File: config.mk
export PLATFORM = sky130hd
export DESIGN_NAME = cordic_scheduler
export DESIGN_NICKNAME = d
export VERILOG_FILES = /design/src/rtl/cordic_scheduler.sv
export SDC_FILE = /design/constraint.sdc
export NUM_CORES = 1
export LEC_CHECK = 0
export ABC_AREA = 1
export CAP_MARGIN = 20
export CORE_UTILIZATION = 44
export DETAILED_ROUTE_END_ITERATION = 10
export HOLD_SLACK_MARGIN = 0.05
export PLACE_DENSITY = 0.88
export SYNTH_ARGS = -nofsm -noshare
export SYNTH_HDL_FRONTEND = slang
export SYNTH_SLANG_ARGS = --single-unit
File: constraint.sdc
create_clock -name clk -period 3.9 [get_ports clk]
set_input_delay 0.585 -clock clk [delete_from_list [all_inputs] [get_ports clk]]
set_output_delay 0.585 -clock clk [all_outputs]
set_load 0.05 [all_outputs]
File: src/rtl/cordic_scheduler.sv
// Round-robin front end sharing one 16-iteration CORDIC rotation core between N_REQ requesters.
// Optional macro CORDIC_QUADRANT_FOLD_EN folds angles beyond +/-pi/2 into the core's convergence range.
module cordic_scheduler #(
    parameter int N_REQ    = 4,
    parameter int WDOG_CYC = 32
) (
    input  logic                  clk,
    input  logic                  init,
    input  logic [N_REQ-1:0]      req_valid,
    input  logic [18*N_REQ-1:0]   req_angle,
    output logic [N_REQ-1:0]      req_ready,
    output logic [N_REQ-1:0]      rsp_valid,
    output logic [17:0]           rsp_cos,
    output logic [17:0]           rsp_sin,
    output logic [17:0]           rsp_angle,
    output logic                  rsp_err,
    output logic                  busy,
    output logic                  core_init,
    output logic [17:0]           core_target,
    input  logic [17:0]           core_cos,
    input  logic [17:0]           core_sin,
    input  logic [17:0]           core_angle,
    input  logic                  core_done
);

    localparam int IDX_W = (N_REQ > 1) ? $clog2(N_REQ) : 1;
    localparam int WD_W  = $clog2(WDOG_CYC + 1);

    typedef enum logic [1:0] {IDLE, LAUNCH, WAIT, RESP} state_t;

    state_t             state;
    logic [IDX_W-1:0]   rr_ptr;
    logic [IDX_W-1:0]   owner;
    logic [IDX_W-1:0]   winner;
    logic [IDX_W:0]     cand;
    logic               win_found;
    logic [17:0]        sel_angle;
    logic [17:0]        acc_target;
    logic [WD_W-1:0]    wdog;

    // Scan from rr_ptr upward with wrap; descending loop lets the nearest valid index win last.
    // NOTE: every always_comb output gets a default before any conditional assignment, so no latch is inferred.
    always_comb begin
        winner    = '0;
        win_found = 1'b0;
        cand      = '0;
        for (int k = N_REQ - 1; k >= 0; k--) begin
            cand = {1'b0, rr_ptr} + (IDX_W+1)'(k);
            if (cand >= (IDX_W+1)'(N_REQ))
                cand = cand - (IDX_W+1)'(N_REQ);
            if (req_valid[cand[IDX_W-1:0]]) begin
                winner    = cand[IDX_W-1:0];
                win_found = 1'b1;
            end
        end
    end

    always_comb begin
        sel_angle = '0;
        for (int i = 0; i < N_REQ; i++)
            if (winner == IDX_W'(i))
                sel_angle = req_angle[18*i +: 18];
    end

    always_comb begin
        req_ready = '0;
        if (state == IDLE && !init && win_found)
            req_ready = N_REQ'(1) << winner;
    end

    // The core is reset together with the controller, and re-armed once per run.
    assign core_init = init | (state == LAUNCH);
    assign busy      = (state != IDLE);

`ifdef CORDIC_QUADRANT_FOLD_EN
    localparam logic signed [18:0] PI19    = 19'sh3243F;
    localparam logic signed [18:0] HALF_PI = 19'sh1921F;
    localparam logic [17:0]        PI18    = 18'h3243F;

    logic signed [18:0] acc_ext;
    logic               acc_fold;
    logic               acc_sub;
    logic               fold;
    logic               fold_sub;

    // acc_sub marks a fold that subtracted pi, so pi is added back to the achieved angle.
    always_comb begin
        acc_ext    = {sel_angle[17], sel_angle};
        acc_target = sel_angle;
        acc_fold   = 1'b0;
        acc_sub    = 1'b0;
        if (acc_ext > HALF_PI) begin
            acc_target = 18'(acc_ext - PI19);
            acc_fold   = 1'b1;
            acc_sub    = 1'b1;
        end else if (acc_ext < -HALF_PI) begin
            acc_target = 18'(acc_ext + PI19);
            acc_fold   = 1'b1;
        end
    end
`else
    assign acc_target = sel_angle;
`endif

    // NOTE: sequential state uses non-blocking assignments only, so every read sees pre-edge values.
    always_ff @(posedge clk) begin
        if (init) begin
            state       <= IDLE;
            rr_ptr      <= '0;
            owner       <= '0;
            core_target <= '0;
            wdog        <= '0;
            rsp_valid   <= '0;
            rsp_cos     <= '0;
            rsp_sin     <= '0;
            rsp_angle   <= '0;
            rsp_err     <= 1'b0;
`ifdef CORDIC_QUADRANT_FOLD_EN
            fold        <= 1'b0;
            fold_sub    <= 1'b0;
`endif
        end else begin
            rsp_valid <= '0;
            case (state)
                IDLE: begin
                    if (win_found) begin
                        core_target <= acc_target;
                        owner       <= winner;
`ifdef CORDIC_QUADRANT_FOLD_EN
                        fold        <= acc_fold;
                        fold_sub    <= acc_sub;
`endif
                        state       <= LAUNCH;
                    end
                end
                LAUNCH: begin
                    wdog  <= '0;
                    state <= WAIT;
                end
                WAIT: begin
                    if (core_done) begin
`ifdef CORDIC_QUADRANT_FOLD_EN
                        if (fold) begin
                            rsp_cos   <= -core_cos;
                            rsp_sin   <= -core_sin;
                            rsp_angle <= fold_sub ? core_angle + PI18 : core_angle - PI18;
                        end else begin
                            rsp_cos   <= core_cos;
                            rsp_sin   <= core_sin;
                            rsp_angle <= core_angle;
                        end
`else
                        rsp_cos   <= core_cos;
                        rsp_sin   <= core_sin;
                        rsp_angle <= core_angle;
`endif
                        rsp_err   <= 1'b0;
                        rsp_valid <= N_REQ'(1) << owner;
                        state     <= RESP;
                    end else if (wdog == WD_W'(WDOG_CYC - 1)) begin
                        // This is the WDOG_CYC-th WAIT cycle without done: abort the run.
                        rsp_cos   <= '0;
                        rsp_sin   <= '0;
                        rsp_angle <= '0;
                        rsp_err   <= 1'b1;
                        rsp_valid <= N_REQ'(1) << owner;
                        state     <= RESP;
                    end else begin
                        wdog <= wdog + 1'b1;
                    end
                end
                RESP: begin
                    rr_ptr <= (owner == IDX_W'(N_REQ - 1)) ? '0 : owner + 1'b1;
                    state  <= IDLE;
                end
                default: state <= IDLE;
            endcase
        end
    end

endmodule
==> key figures <==
Setup path
  • WP buf/inv: 4
  • Worst path slowest cell: clkdlybuf4s50_1
  • Worst Setup EP: req_ready[3]
  • Endpoint class of the critical path: output port
  • Crit Path Max Fanout: 37
  • Worst r2r path cells: 13
  • Reg2reg end: core_target[2]$_SDFFE_PP0P_
  • Critical path class: input pin to output port
  • CP startpoint: req_valid[3]
  • CP top delay family: simple AND/OR/NAND/NOR gates
  • R2R setup slack: 1.26 ns
  • Worst Path Required: 3.31 ns
  • WP depth: 12
  • Startpoint Class: input pin
  • CP arrival: 2.96 ns
  • Worst path cell trace: clkdlybuf4s50_1 -> inv_1 -> nand2_1 -> nand3_1 -> nand2_1 -> inv_1 -> nand2_2 -> nand3_4 -> nand2_4 -> nand2_8 -> nor2_1 -> buf_12
  • FF-to-FF Start: rr_ptr[0]$_SDFFE_PP0N_
  • CP max stage delay: 0.49 ns

GRT
  • First-pass GRT wire length: 20,420 um
  • Initial antenna violation count: 0
  • Vias in the first global route: 4,446
  • GRT overflow: 0
  • Largest net degree at the start of global routing: 77
  • Total track usage: 25.29%

Detailed routing
  • DRT iter0 DRCs: 227
  • Vias per cell: 5.198
  • Drt drc: 0
  • Post-route ant nets: 0
  • DRT Pass-1 Iters: 5
  • WL/cell: 14.26 um
  • Drt total wl: 13,170 um
  • Via Count: 4,798

STA
  • Pins Over Slew Limit: 0
  • Rel. slew slack: 42.72%
  • Maximum clock rate: 282.1 MHz
  • Unrepaired setup endpoints after global routing: false
  • Total negative setup slack: 0 ns
  • # setup viols final: 0
  • Clk_skew: 0.008145 ns
  • Final Critical Period: 3.545 ns
  • Period utilization: 90.90%
  • Fin worst setup slack: 0.3551 ns
  • Worst-Margin Slew: 0.8579 ns
  • Final Hold Fails: 0

Cells and area
  • P&R area growth vs syn: 55.64%
  • Share of cells above drive strength 1: 6.423%
  • # nets final: 932
  • Antenna fix cells: 0
  • Design Area, Final: 6660 um2
  • Core Util, Final: 71.40%

Pwr
  • Pwr Total: 4212 uW
  • Cell Pwr Density: 632.5 nW/um2
  • Worst VDD drop: 518.7 uV
  • Leak: 0.002515 uW

Synth
  • Ys Warns: 0
  • Mapped Nets: 742
  • Yosys top cell by area: dfxtp_1
  • Async S/R FF share, synth: 0%
  • Top area cells in the synthesized netlist: dfxtp_1, nand2_1, a21oi_1
  • Post-synth top area share: 41.64%
  • Mapped Cells: 599
  • Netlist cell types: 30
  • Synth cell count leaders: nand2_1, dfxtp_1, a21oi_1
  • Post-synth EDFFs: 0
  • Sequential-to-total area share from yosys stat: 41.64%
  • Register bit total from synthesis: 89
  • Synthesized cell area: 4279 um2
  • Top FF cell, synth: dfxtp_1
  • Syn_area_per_cell: 7.144 um2
  • Top-count cell post-synth: nand2_1

Floorplanning
  • Num rows: 35
  • Die Width: 100.6 um
  • Initial Utilization: 45.88%
  • I/O pin count: 216
  • Full die area: 10,120 um2
  • Core ar.: 9328 um2
  • Die Y: 100.6 um

Clock network
  • Clock transition at the registers of the reported paths: 0.10 ns
  • Post-CTS setup buffers: 0
  • CTS Buf Count: 9
  • CTS tree: built
  • CTS root buffer: clkbuf_8
  • H-tree levels: 3
  • Post-cts sizing count: 0
  • Hold buffers post-CTS: 0
  • Clk Latency, worst-skew pair: 0.35 ns
  • Clock Tree Buf Depth: 2
  • Clock sinks: 89

Outcome
  • Status: complete, no violations

Placed design
  • Post-DP HPWL: 9799 um
  • IO buf count: 215
  • Pre-CTS setup slack: 0.4045 ns
  • DP Area: 6451 um2
  • Global placement routability congestion: 0.8595

Worst hold path
  • Beginning of the worst hold path: rsp_cos[6]$_SDFFE_PP0P_
  • Hold path depth: 2
  • Worst hold path type: flip-flop to flip-flop

Job
  • Max-cap violation count: 0
-- metal layers --
layer | track usage (%) | share of wire [%] | vias up
met3 | 6.033 | 5.6 | 41
li1 | - | - | 2375
met2 | 45.36 | 52 | 184
met4 | 10.37 | 3.3 | 0
met1 | 28.73 | 39 | 2198
met5 | 0 | 0 | -
-- worst min-delay path by stage --
stage | slack [ns] | endpoint
after floorplan | 0.47 | wdog[1]$_SDFFE_PP0P_
after global routing | 0.48 | rsp_cos[6]$_SDFFE_PP0P_
after global placement | 0.45 | rsp_sin[11]$_SDFFE_PP0P_
final | 0.47 | rsp_cos[6]$_SDFFE_PP0P_
after CTS | 0.47 | rsp_angle[11]$_SDFFE_PP0P_
after detailed placement | 0.45 | rsp_cos[6]$_SDFFE_PP0P_
-- cell type report --
| class | instances | area, um2 |
|---|---|---|
| Timing Repair Buffer | 220 | 2225 |
| Fill cell | 734 | 2668 |
| Inverter | 45 | 171.4 |
| Sequential cell | 89 | 1782 |
| Multi-Input combinational cell | 424 | 2112 |
| Clock inverter | 7 | 85.08 |
| Tap cell | 129 | 161.4 |
| Clock buffer | 9 | 123.9 |
-- power breakdown --
part	total [uW]	switching, uW	internal [uW]	leakage, uW
combinational	2350	1550	795	0.00169
clock	668	358	310	0.000100
sequential	1200	113	1080	0.000723
total	4210	2020	2190	0.00252
-- worst register-to-register path, cell delays in order, from the launching register on --
cell,delay [ns]
dfxtp_1,0.61
inv_4,0.10
nand2_2,0.09
nand3_1,0.12
nand2_1,0.09
inv_1,0.06
nand2_2,0.09
nand3_4,0.32
nand2_4,0.40
nand2_8,0.21
o21ai_0,0.20
inv_1,0.06
nand2_1,0.08
a21oi_1,0.06
-- stage by stage --
step | cells | hold slack, ns
after global routing | 923 | 0.4812
after CTS | 923 | 0.4673
after floorplan | 599 | 0.4717
final | 923 | 0.4663
after detailed placement | 907 | 0.4530
after global placement | 907 | 0.4473
-- cell usage in the layout, fill, tap and decap left out --
cell type,n
clkinv_1,2
buf_2,1
nor3_1,5
inv_6,2
nand3_1,25
nand2_4,2
nand4_1,56
a21oi_2,3
buf_4,5
nor2_1,14
ha_1,10
nand2_8,1
nand3_4,1
o21a_1,2
dfxtp_1,89
o21ai_0,15
inv_8,2
a21oi_1,79
a221oi_1,1
nand2_1,180
inv_4,1
nor2_2,3
nand2_2,12
clkbuf_8,9
o21ai_1,12
nor4_1,1
buf_12,4
inv_1,41
nor3_2,1
bufinv_16,1
o31ai_1,1
clkdlybuf4s50_1,210
clkinvlp_4,2
inv_2,1
-- kinds of logic after synthesis --
family | after synthesis | synth area share (%)
adders and majority gates | 10 | 2.924
DFF | 89 | 41.64
buffers and inverters | 86 | 9.064
AOI/OAI and AO/OA | 113 | 13.74
and+or+nand+nor | 301 | 32.63
-- flip-flops by register name (all words and copies together), names as in the netlist --
| signal | count |
|---|---|
| rsp_sin | 18 |
| rsp_cos | 18 |
| rsp_valid | 4 |
| wdog | 6 |
| owner | 2 |
| state | 2 |
| rsp_angle | 18 |
| rr_ptr | 2 |
| rsp_err | 1 |
| core_target | 18 |
Power figures use the tool's default switching activity.
